**src/rtl/icache_pkg.sv**
```systemverilog
`default_nettype none
// ============================================================================
// Module      : icache_pkg
// Description : Shared types and helpers for the L1 I-cache refill controller.
// Revision    : 1.0 - initial release
// ============================================================================
package icache_pkg;

    typedef enum logic [2:0] {
        IDLE  = 3'd0,
        DELAY = 3'd1,
        REQ   = 3'd2,
        FILL  = 3'd3,
        DRAIN = 3'd4
    } state_t;

    localparam int c_word_off = 2;

    // Line address (tag+set) shifted up past the word and byte offsets.
    function automatic logic [63:0] line_addr(input logic [63:0] block_addr,
                                              input int          beat_bits);
        return block_addr << (beat_bits + c_word_off);
    endfunction

endpackage
`default_nettype wire

```
**src/rtl/icache_victim_sel.sv**
```systemverilog
`default_nettype none
// ============================================================================
// Module      : icache_victim_sel
// Description : Victim way choice: lowest invalid way, else round-robin pointer.
// Revision    : 1.0 - initial release
// ============================================================================
module icache_victim_sel #(
    parameter int E     = 4,
    parameter int PTR_W = (E > 1) ? $clog2(E) : 1
) (
    input  logic [E-1:0]     ValidWays,
    input  logic [PTR_W-1:0] RrPtr,
    output logic [E-1:0]     Way
);

    logic w_found;

    always_comb begin
        Way     = '0;
        w_found = 1'b0;
        for (int i = 0; i < E; i++) begin
            if (!ValidWays[i] && !w_found) begin
                Way[i]  = 1'b1;
                w_found = 1'b1;
            end
        end
        if (!w_found) begin
            Way = E'(1) << RrPtr;
        end
    end

endmodule
`default_nettype wire

```
**src/rtl/icache_refill_ctlr.sv**
```systemverilog
`default_nettype none
// ============================================================================
// Module      : icache_refill_ctlr
// Description : E-way set-associative I-cache miss handler with B-beat refill.
// Revision    : 1.0 - initial release
// ============================================================================
module icache_refill_ctlr
    import icache_pkg::*;
#(
    parameter int S      = 64,
    parameter int E      = 4,
    parameter int B      = 4,
    parameter int ADDR_W = 32
) (
    input  logic                          clk,
    input  logic                          reset,
    input  logic [$clog2(S)-1:0]          Set,
    input  logic [ADDR_W-$clog2(B)-3:0]   BlockAddr,
    input  logic                          LookupValid,
    input  logic [E-1:0]                  HitWay,
    input  logic [E-1:0]                  ValidWays,
    input  logic                          BranchPendingE,
    input  logic                          Redirect,
    input  logic                          MemAck,
    input  logic                          MemValid,
    output logic                          MemReq,
    output logic [ADDR_W-1:0]             MemAddr,
    output logic [S-1:0]                  ActiveArray,
    output logic                          InstrMissF,
    output logic                          InstrCacheRepActive,
    output logic                          RefillWE,
    output logic [E-1:0]                  RefillWay,
    output logic [$clog2(B)-1:0]          RefillWordIdx,
    output logic                          ValidClr,
    output logic                          TagWE
);

    localparam int c_set_w  = $clog2(S);
    localparam int c_beat_w = $clog2(B);
    localparam int c_ptr_w  = (E > 1) ? $clog2(E) : 1;
    localparam int c_ba_w   = ADDR_W - c_beat_w - c_word_off;

    state_t               r_state;
    state_t               w_next;
    logic [c_set_w-1:0]   r_set;
    logic [c_ba_w-1:0]    r_block_addr;
    logic [E-1:0]         r_way;
    logic [c_beat_w-1:0]  r_cnt;
    logic [c_ptr_w-1:0]   r_rr_ptr [S];
    logic [E-1:0]         w_victim;
    logic                 w_latch;
    logic                 w_last;
    logic                 w_beat;

    icache_victim_sel #(
        .E     (E),
        .PTR_W (c_ptr_w)
    ) u_victim_sel (
        .ValidWays (ValidWays),
        .RrPtr     (r_rr_ptr[Set]),
        .Way       (w_victim)
    );

    assign InstrMissF          = LookupValid & ~|HitWay;
    assign ActiveArray         = S'(1) << Set;
    assign InstrCacheRepActive = (r_state != IDLE) | (InstrMissF & ~Redirect);
    assign MemAddr             = ADDR_W'(line_addr(64'(r_block_addr), c_beat_w));
    assign RefillWay           = r_way;
    assign RefillWordIdx       = r_cnt;
    assign w_last              = (r_cnt == c_beat_w'(B - 1));
    assign w_beat              = MemValid & ((r_state == FILL) | (r_state == DRAIN));
    assign ValidClr            = RefillWE & (r_cnt == '0);
    assign TagWE               = RefillWE & w_last;

    always_comb begin
        w_next   = r_state;
        w_latch  = 1'b0;
        MemReq   = 1'b0;
        RefillWE = 1'b0;
        case (r_state)
            IDLE: begin
                if (InstrMissF && !Redirect) begin
                    if (BranchPendingE) begin
                        w_next = DELAY;
                    end else begin
                        w_next  = REQ;
                        w_latch = 1'b1;
                    end
                end
            end
            DELAY: begin
                if (Redirect) begin
                    w_next = IDLE;
                end else begin
                    w_next  = REQ;
                    w_latch = 1'b1;
                end
            end
            REQ: begin
                MemReq = 1'b1;
                if (MemAck) begin
                    w_next = Redirect ? DRAIN : FILL;
                end else if (Redirect) begin
                    w_next = IDLE;
                end
            end
            FILL: begin
                // A redirect landing on the final beat still commits the line.
                if (Redirect && !(MemValid && w_last)) begin
                    w_next = DRAIN;
                end else if (MemValid) begin
                    RefillWE = 1'b1;
                    if (w_last) begin
                        w_next = IDLE;
                    end
                end
            end
            DRAIN: begin
                if (MemValid && w_last) begin
                    w_next = IDLE;
                end
            end
            default: w_next = IDLE;
        endcase
    end

    always_ff @(posedge clk or posedge reset) begin
        if (reset) begin
            r_state      <= IDLE;
            r_cnt        <= '0;
            r_set        <= '0;
            r_block_addr <= '0;
            r_way        <= '0;
        end else begin
            r_state <= w_next;
            if (w_latch) begin
                r_set        <= Set;
                r_block_addr <= BlockAddr;
                r_way        <= w_victim;
            end
            if (w_beat) begin
                r_cnt <= r_cnt + 1'b1;
            end
        end
    end

    // Pointer only moves when the round-robin choice was actually consumed.
    always_ff @(posedge clk or posedge reset) begin
        if (reset) begin
            for (int i = 0; i < S; i++) begin
                r_rr_ptr[i] <= '0;
            end
        end else if (TagWE && (E > 1) && (r_way == (E'(1) << r_rr_ptr[r_set]))) begin
            r_rr_ptr[r_set] <= r_rr_ptr[r_set] + 1'b1;
        end
    end

    a_hitway_onehot: assert property (@(posedge clk) disable iff (reset) $onehot0(HitWay));

endmodule
`default_nettype wire

```
**config.mk**
```make
export PLATFORM = sky130hd
export DESIGN_NAME = icache_refill_ctlr
export DESIGN_NICKNAME = d
export VERILOG_FILES = /design/src/rtl/icache_pkg.sv /design/src/rtl/icache_victim_sel.sv /design/src/rtl/icache_refill_ctlr.sv
export SDC_FILE = /design/constraint.sdc
export NUM_CORES = 1
export LEC_CHECK = 0
export ABC_CLOCK_PERIOD_IN_PS = 7200
export BUFFER_PORTS_ARGS = -buffer_cell sky130_fd_sc_hd__buf_2
export CORE_MARGIN = 1
export CORE_UTILIZATION = 60
export DETAILED_ROUTE_END_ITERATION = 10
export PLACE_DENSITY_LB_ADDON = 0.15
export SLEW_MARGIN = 20
export SYNTH_ARGS = -nofsm -noshare
export SYNTH_HDL_FRONTEND = slang
export SYNTH_SLANG_ARGS = --single-unit
```
**constraint.sdc**
```tcl
create_clock -name clk -period 7.2 [get_ports clk]
set_clock_uncertainty 0.2 [all_clocks]
set_input_delay 0 -clock clk [delete_from_list [all_inputs] [get_ports clk]]
set_output_delay 0 -clock clk [all_outputs]
set_load 0.05 [all_outputs]
```
==> results.cfg, run 1 <==
[status]
run_status = complete, no violations

[power]
vdd_drop_max_mv = 0.1929
power_density_nw_per_um2 = 305.4
p_leak_nw = 5.594

[route]
dr_wl_met2_mm = 13.85
routed_wl_mm = 29.09
routed-wl-met3_mm = 2.592
drt_iter0_drc = 799
via_per_inst = 6.428
drc_errors = 0
via_count = 8151
wl_met1_mm = 11.59
routed.top_layer = met4
ant_nets = 0
drt_first_pass_iters = 5
wire_per_inst_um = 22.94

[timing]
hold_viol_final = 0
relSlewSlack_pct = 17.45
rsz0062_at_grt = false
maxSlewViolCount = 0
setup_viol_count_final = 0
finalCriticalPeriod_ps = 5643
max_freq_mhz = 177.2
setup-tns-final_ps = 0
worstMarginPinSlew_ps = 1234
period_share_pct = 78.37
finalWorstSetupSlack_ps = 1557

[cells_and_area]
multiInputGateArea_um2 = 5305
fillers = 1098
areaGrowthSynthToFinish_pct = 18.40
nets = 1094
drive_gt1_share_pct = 38.59
seq_area_um2 = 4284
stdcell_count = 1268
final_area_um2 = 11810
antennaDiodeCount = 0
final_core_util_pct = 73.52

[setup_path]
cp-start-kind = flip-flop
required_ps = 7310
path_class = flip-flop to flip-flop
cp.arrival_ps = 5760
critPathMaxFanout = 25
worstSetupEndpointType = flip-flop

[floorplanning]
rows = 46
dieHeight_um = 130.9
initial_core_util_pct = 62.09
coreArea_um2 = 16060
die_x_um = 130.9
dieArea_um2 = 17140
pin_count = 157

[synthesis]
synth_top_family_by_area = multiplexers
synth_largest_area_cell = dfrtp_1
ys.flop_type = dfrtp_1
ys_types = 64
synthMuxAreaShare_pct = 30.77
synth-simple-area-share_pct = 14.09
synth_area_leaders = dfrtp_1 43%, mux2_2 19%, mux4_2 5.6%, nor2_1 4.3%, mux4_1 4.0%
synth_enable_flop_cells = 0
ys_seq_area_share_pct = 42.92
synthCells = 874
synth_seq_cells = 171
synth_async_sr_flop_share_pct = 100.0
ys_warn_count = 0
avgSynthCellArea_um2 = 11.41
synth_adder_area_share_pct = 0.7529
synthesis.area_um2 = 9971
synth_xor_area_share_pct = 0.4392
synth_compound_area_share_pct = 6.852
synth_top_area_share_pct = 42.92

[clock_tree]
cts_max_level = 4
clk_pin_slew_ps = 60
clock_latency_ps = 430
cts_resized = 0
post_cts_buffers = 0
cts_root_buf = clkbuf_16
cts_buffers = 17
cts_tree = done
clock_sinks = 171
hold_buffers = 46
clockBufferDepth = 2

[global_routing]
grt_usage_pct = 34.68
gr-total-overflow = 0
grt_pass1_wl_mm = 43.06
grt_max_degree = 96
grt_pass1_vias = 7571
antenna_found_initial = 0

[job]
maxCapViolCount = 0

[place]
placed_area_um2 = 10720
place_congestion = 0.9401
place_ws_ps = 1691
post-dp-hpwl_mm = 18.65
portBuffers = 152
dp.cells = 1190

[hold_path]
min_path_type = input pin to flip-flop
-- metal layers --
layer,vias up,global-route usage [%]
met4,0,16.09
met3,83,8.143
met1,4018,45.16
met2,501,55.28
met5,-,0
li1,3549,-
-- worst paths after layout --
kind                            slack, ps  cells past startpoint             start                to
min in group asynchronous             100                      3             reset  r_block_addr[17]
max in group asynchronous            5180                      4             reset          r_set[0]
worst min register to register        300                      1  r_block_addr[27]  r_block_addr[27]
worst min-delay path                   50                      4            Set[1]          r_set[1]
worst max-delay path                 1560                     15          r_set[1]      r_rr_ptr[91]
worst max register to register       1560                     15          r_set[1]      r_rr_ptr[91]
-- Yosys cell counts (all sizes together) (4+ instances only) --
cell type	n
nor2b	16
and2	6
nand2b	8
buf	42
nor4	6
nor3	14
o21ai	10
mux2i	23
clkbuf	22
and3	4
nor2	114
ha	6
o22ai	8
xnor2	5
a22oi	12
a21oi	19
o32ai	5
a31oi	4
nand3	16
mux2	167
nand3b	16
or3b	7
mux4	40
inv	9
dfrtp	171
o31ai	5
a221oi	9
nand2	65
or2	6
-- placed cells by master, fill, tap and decap left out, types with 15 or more instances in the layout --
cell type      instances
a21oi_1               19
buf_2                152
clkbuf_16             17
dfrtp_1              169
dlygate4sd3_1         46
mux2_2               164
mux2i_1               23
mux4_1                15
mux4_2                25
nand2_1               65
nand3_1               16
nand3b_1              16
nor2_1               114
nor2b_1               16
-- logic make-up (layout without fill, tap and decap cells) --
| kind of cell | count (synthesis) | after routing |
|---|---|---|
| other cells | 1 | 4 |
| fa+ha+maj | 6 | 6 |
| xor+xnor | 5 | 5 |
| simple gates | 291 | 291 |
| compound gates | 96 | 96 |
| buf+inv | 74 | 249 |
| mux | 230 | 230 |
| flops | 171 | 171 |
-- final cells by class --
| type | count | share of cell area [%] |
|---|---|---|
| clock inverter | 15 | 1.600 |
| tap | 216 | 2.289 |
| multi-input combinational | 632 | 44.94 |
| sequential | 171 | 36.29 |
| inverter | 10 | 0.3604 |
| timing repair buffer | 207 | 10.92 |
| clock buffer | 17 | 3.604 |
-- critical path, stage by stage (launching register included) --
cell,delay [ps]
dfrtp_1,960
buf_4,360
mux2_1,340
o2bb2ai_1,140
o31ai_1,240
nand4_1,180
nor4_4,300
buf_4,320
inv_1,100
ha_1,220
xnor2_1,140
nand4_1,140
nand3b_1,260
nor2_1,980
nand2_1,280
mux2_2,350
-- sequential cells by signal, summed over array words and instances, names as in the netlist --
signal / flops
r_state: 3
r_block_addr: 28
RefillWordIdx: 2
r_set: 6
RefillWay: 4
r_rr_ptr: 128
-- power breakdown --
| group | internal [mW] | switching [mW] | total [mW] | leakage [nW] |
|---|---|---|---|---|
| Clock | 0.553 | 0.410 | 0.962 | 0.289 |
| Sequential | 1.08 | 0.232 | 1.31 | 2.31 |
| Combinational | 0.411 | 0.918 | 1.33 | 3.00 |
| Total | 2.05 | 1.56 | 3.61 | 5.59 |
-- stage by stage --
stage                     hold slack, ps  power [mW]
final                              53.59       3.605
after detailed placement           27.01       2.591
after CTS                          35.76       3.584
after global routing               88.33       3.736
after floorplan                   -104.0       2.256
after global placement             18.49       2.575
No activity file was read; power rests on OpenSTA's default activity.
==> inputs of run 2 (changes only) <==
--- a/config.mk
+++ b/config.mk
@@ -5,10 +5,10 @@
 export SDC_FILE = /design/constraint.sdc
 export NUM_CORES = 1
 export LEC_CHECK = 0
-export ABC_CLOCK_PERIOD_IN_PS = 7200
+export ABC_CLOCK_PERIOD_IN_PS = 5600
 export BUFFER_PORTS_ARGS = -buffer_cell sky130_fd_sc_hd__buf_2
 export CORE_MARGIN = 1
-export CORE_UTILIZATION = 60
+export CORE_UTILIZATION = 58
 export DETAILED_ROUTE_END_ITERATION = 10
 export PLACE_DENSITY_LB_ADDON = 0.15
 export SLEW_MARGIN = 20
==> constraint.sdc (replaced) <==
create_clock -name clk -period 5.6 [get_ports clk]
set_clock_uncertainty 0.2 [all_clocks]
set_input_delay 0 -clock clk [delete_from_list [all_inputs] [get_ports clk]]
set_output_delay 0 -clock clk [all_outputs]
set_load 0.05 [all_outputs]
==> results.cfg, run 2 (synthesized netlist as in run 1, its figures left out) <==
[floorplanning]
rows = 47
dieHeight_um = 133.1
dieArea_um2 = 17720
initial_core_util_pct = 59.70
coreArea_um2 = 16700
die_x_um = 133.1
pin_count = 157

[clock_tree]
cts_buffers = 17
clock_latency_ps = 440
cts_max_level = 4
cts_tree = done
clk_pin_slew_ps = 70
clockBufferDepth = 2
cts_root_buf = clkbuf_16
clock_sinks = 171

[timing]
finalCriticalPeriod_ps = 4925
period_share_pct = 87.94
maxSlewViolCount = 0
worstMarginPinSlew_ps = 1062
setup-tns-final_ps = 0
hold_viol_final = 0
finalWorstSetupSlack_ps = 675.3
setup_viol_count_final = 0
holdWs_ps = 101.1
relSlewSlack_pct = 27.36
rsz0062_at_grt = false
max_freq_mhz = 203.1

[cells_and_area]
areaGrowthSynthToFinish_pct = 18.58
top_register = r_rr_ptr
antennaDiodeCount = 0
final_cell_mix = 169 x dfrtp_1, 164 x mux2_2, 152 x buf_2, 114 x nor2_1, 65 x nand2_1
final_area_um2 = 11820
nets = 1108
final_core_util_pct = 70.80
drive_gt1_share_pct = 38.74
largest_reg_flops = 128
stdcell_count = 1286
fillers = 1204
layout_commonest_cell = dfrtp_1
reg.largest.list = r_rr_ptr: 128 flops, r_block_addr: 28 flops, r_set: 6 flops

[global_routing]
antenna_found_initial = 0
grt_pass1_wl_mm = 45.52
gr-total-overflow = 0
grt_max_degree = 73
grt_usage_pct = 34.09
grt_pass1_vias = 7936

[status]
run_status = complete, no violations

[route]
routed.top_layer = met4
routed_wl_mm = 29.11
dr_wl_met2_mm = 14.15
drt_first_pass_iters = 5
via_per_inst = 6.364
drt_iter0_drc = 803
routed-wl-met3_mm = 2.576
wire_per_inst_um = 22.63
wl_met1_mm = 11.30
drc_errors = 0
ant_nets = 0
via_count = 8184

[power]
power.total_mw = 4.432
p_leak_nw = 5.637
power_density_nw_per_um2 = 374.8
vdd_drop_max_mv = 0.2527

[setup_path]
critPathMaxFanout = 27
cp.arrival_ps = 5040
cp_slowest_stage_delay_ps = 760
cp_cell_sequence = buf_4 -> nor2b_1 -> a221o_1 -> a222oi_1 -> o22ai_1 -> nor4_4 -> buf_4 -> inv_1 -> ha_1 -> xnor2_1 -> nand4_1 -> nor4_2 -> nand2_1 -> nor2_1 -> mux2_2
reg2reg_from = r_set[2]
slowest_stage = dfrtp_2
required_ps = 5710
crit_buf_inv = 3
worstSetupEndpointType = flip-flop
cp-start-kind = flip-flop
path_common_cell = buf_4
crit_start = r_set[2]
path_class = flip-flop to flip-flop
crit_family = simple AND/OR/NAND/NOR gates

[place]
placed_area_um2 = 10820
portBuffers = 152
place_ws_ps = 789.9
post-dp-hpwl_mm = 19.79
place_congestion = 0.9649
dp.cells = 1206

[hold_path]
min_path_type = input pin to flip-flop
worstHoldStart = ValidWays[2]

[job]
maxCapViolCount = 0
-- run 2: changes by cell type in the layout (fill, tap and decap cells not counted), moves of 2 or more --
cell / change
dlygate4sd3_1: +2
bufinv_16: -3
clkinv_4: +3
inv_6: -4
clkinvlp_4: -3
clkbuf_1: +4
buf_4: +12
clkinv_2: +3
-- run 2: final timing paths --
check	slack (ps)	endpoint	cells after the start
min in group asynchronous	530	r_block_addr[18]	4
worst max-delay path	680	r_rr_ptr[54]	15
worst min-delay path	100	RefillWay[0]	6
max in group asynchronous	3340	r_set[2]	5
worst max register to register	680	r_rr_ptr[54]	15
worst min register to register	300	r_block_addr[16]	1
-- run 2: worst register-to-register path, stage by stage (launching register included) --
cell	delay (ps)
dfrtp_2	760
buf_4	330
nor2b_1	130
a221o_1	370
a222oi_1	290
o22ai_1	170
nor4_4	170
buf_4	230
inv_1	80
ha_1	210
xnor2_1	150
nand4_1	140
nor4_2	370
nand2_1	470
nor2_1	360
mux2_2	380
-- run 2: repair_timing --
| action | 4_1_cts | 5_1_grt |
|---|---|---|
| setup buffers | 0 | 0 |
| resized for setup | 0 | 0 |
| hold buffers | 48 | 0 |
| hold endpoints to repair | 87 | 0 |
-- run 2: per-layer routing --
layer	GRT usage [%]	vias to the layer above
met5	0	-
met4	15.40	0
met3	7.686	81
met2	55.29	475
met1	44.01	4068
li1	-	3560
-- run 2: area by class of cell --
type	instances	area, µm²	share of cell area [%]
Clock buffer	22	454.2	3.841
Clock inverter	10	71.32	0.6032
Inverter	10	42.54	0.3598
Multi-Input combinational cell	632	5300	44.83
Sequential cell	171	4282	36.21
Tap cell	220	275.3	2.328
Timing Repair Buffer	221	1399	11.83
-- run 2: power breakdown --
part | internal [mW] | leakage (nW) | switching, mW
Clock | 0.578 | 0.258 | 0.486
Combinational | 0.552 | 3.07 | 1.18
Sequential | 1.39 | 2.31 | 0.247
Total | 2.52 | 5.64 | 1.91
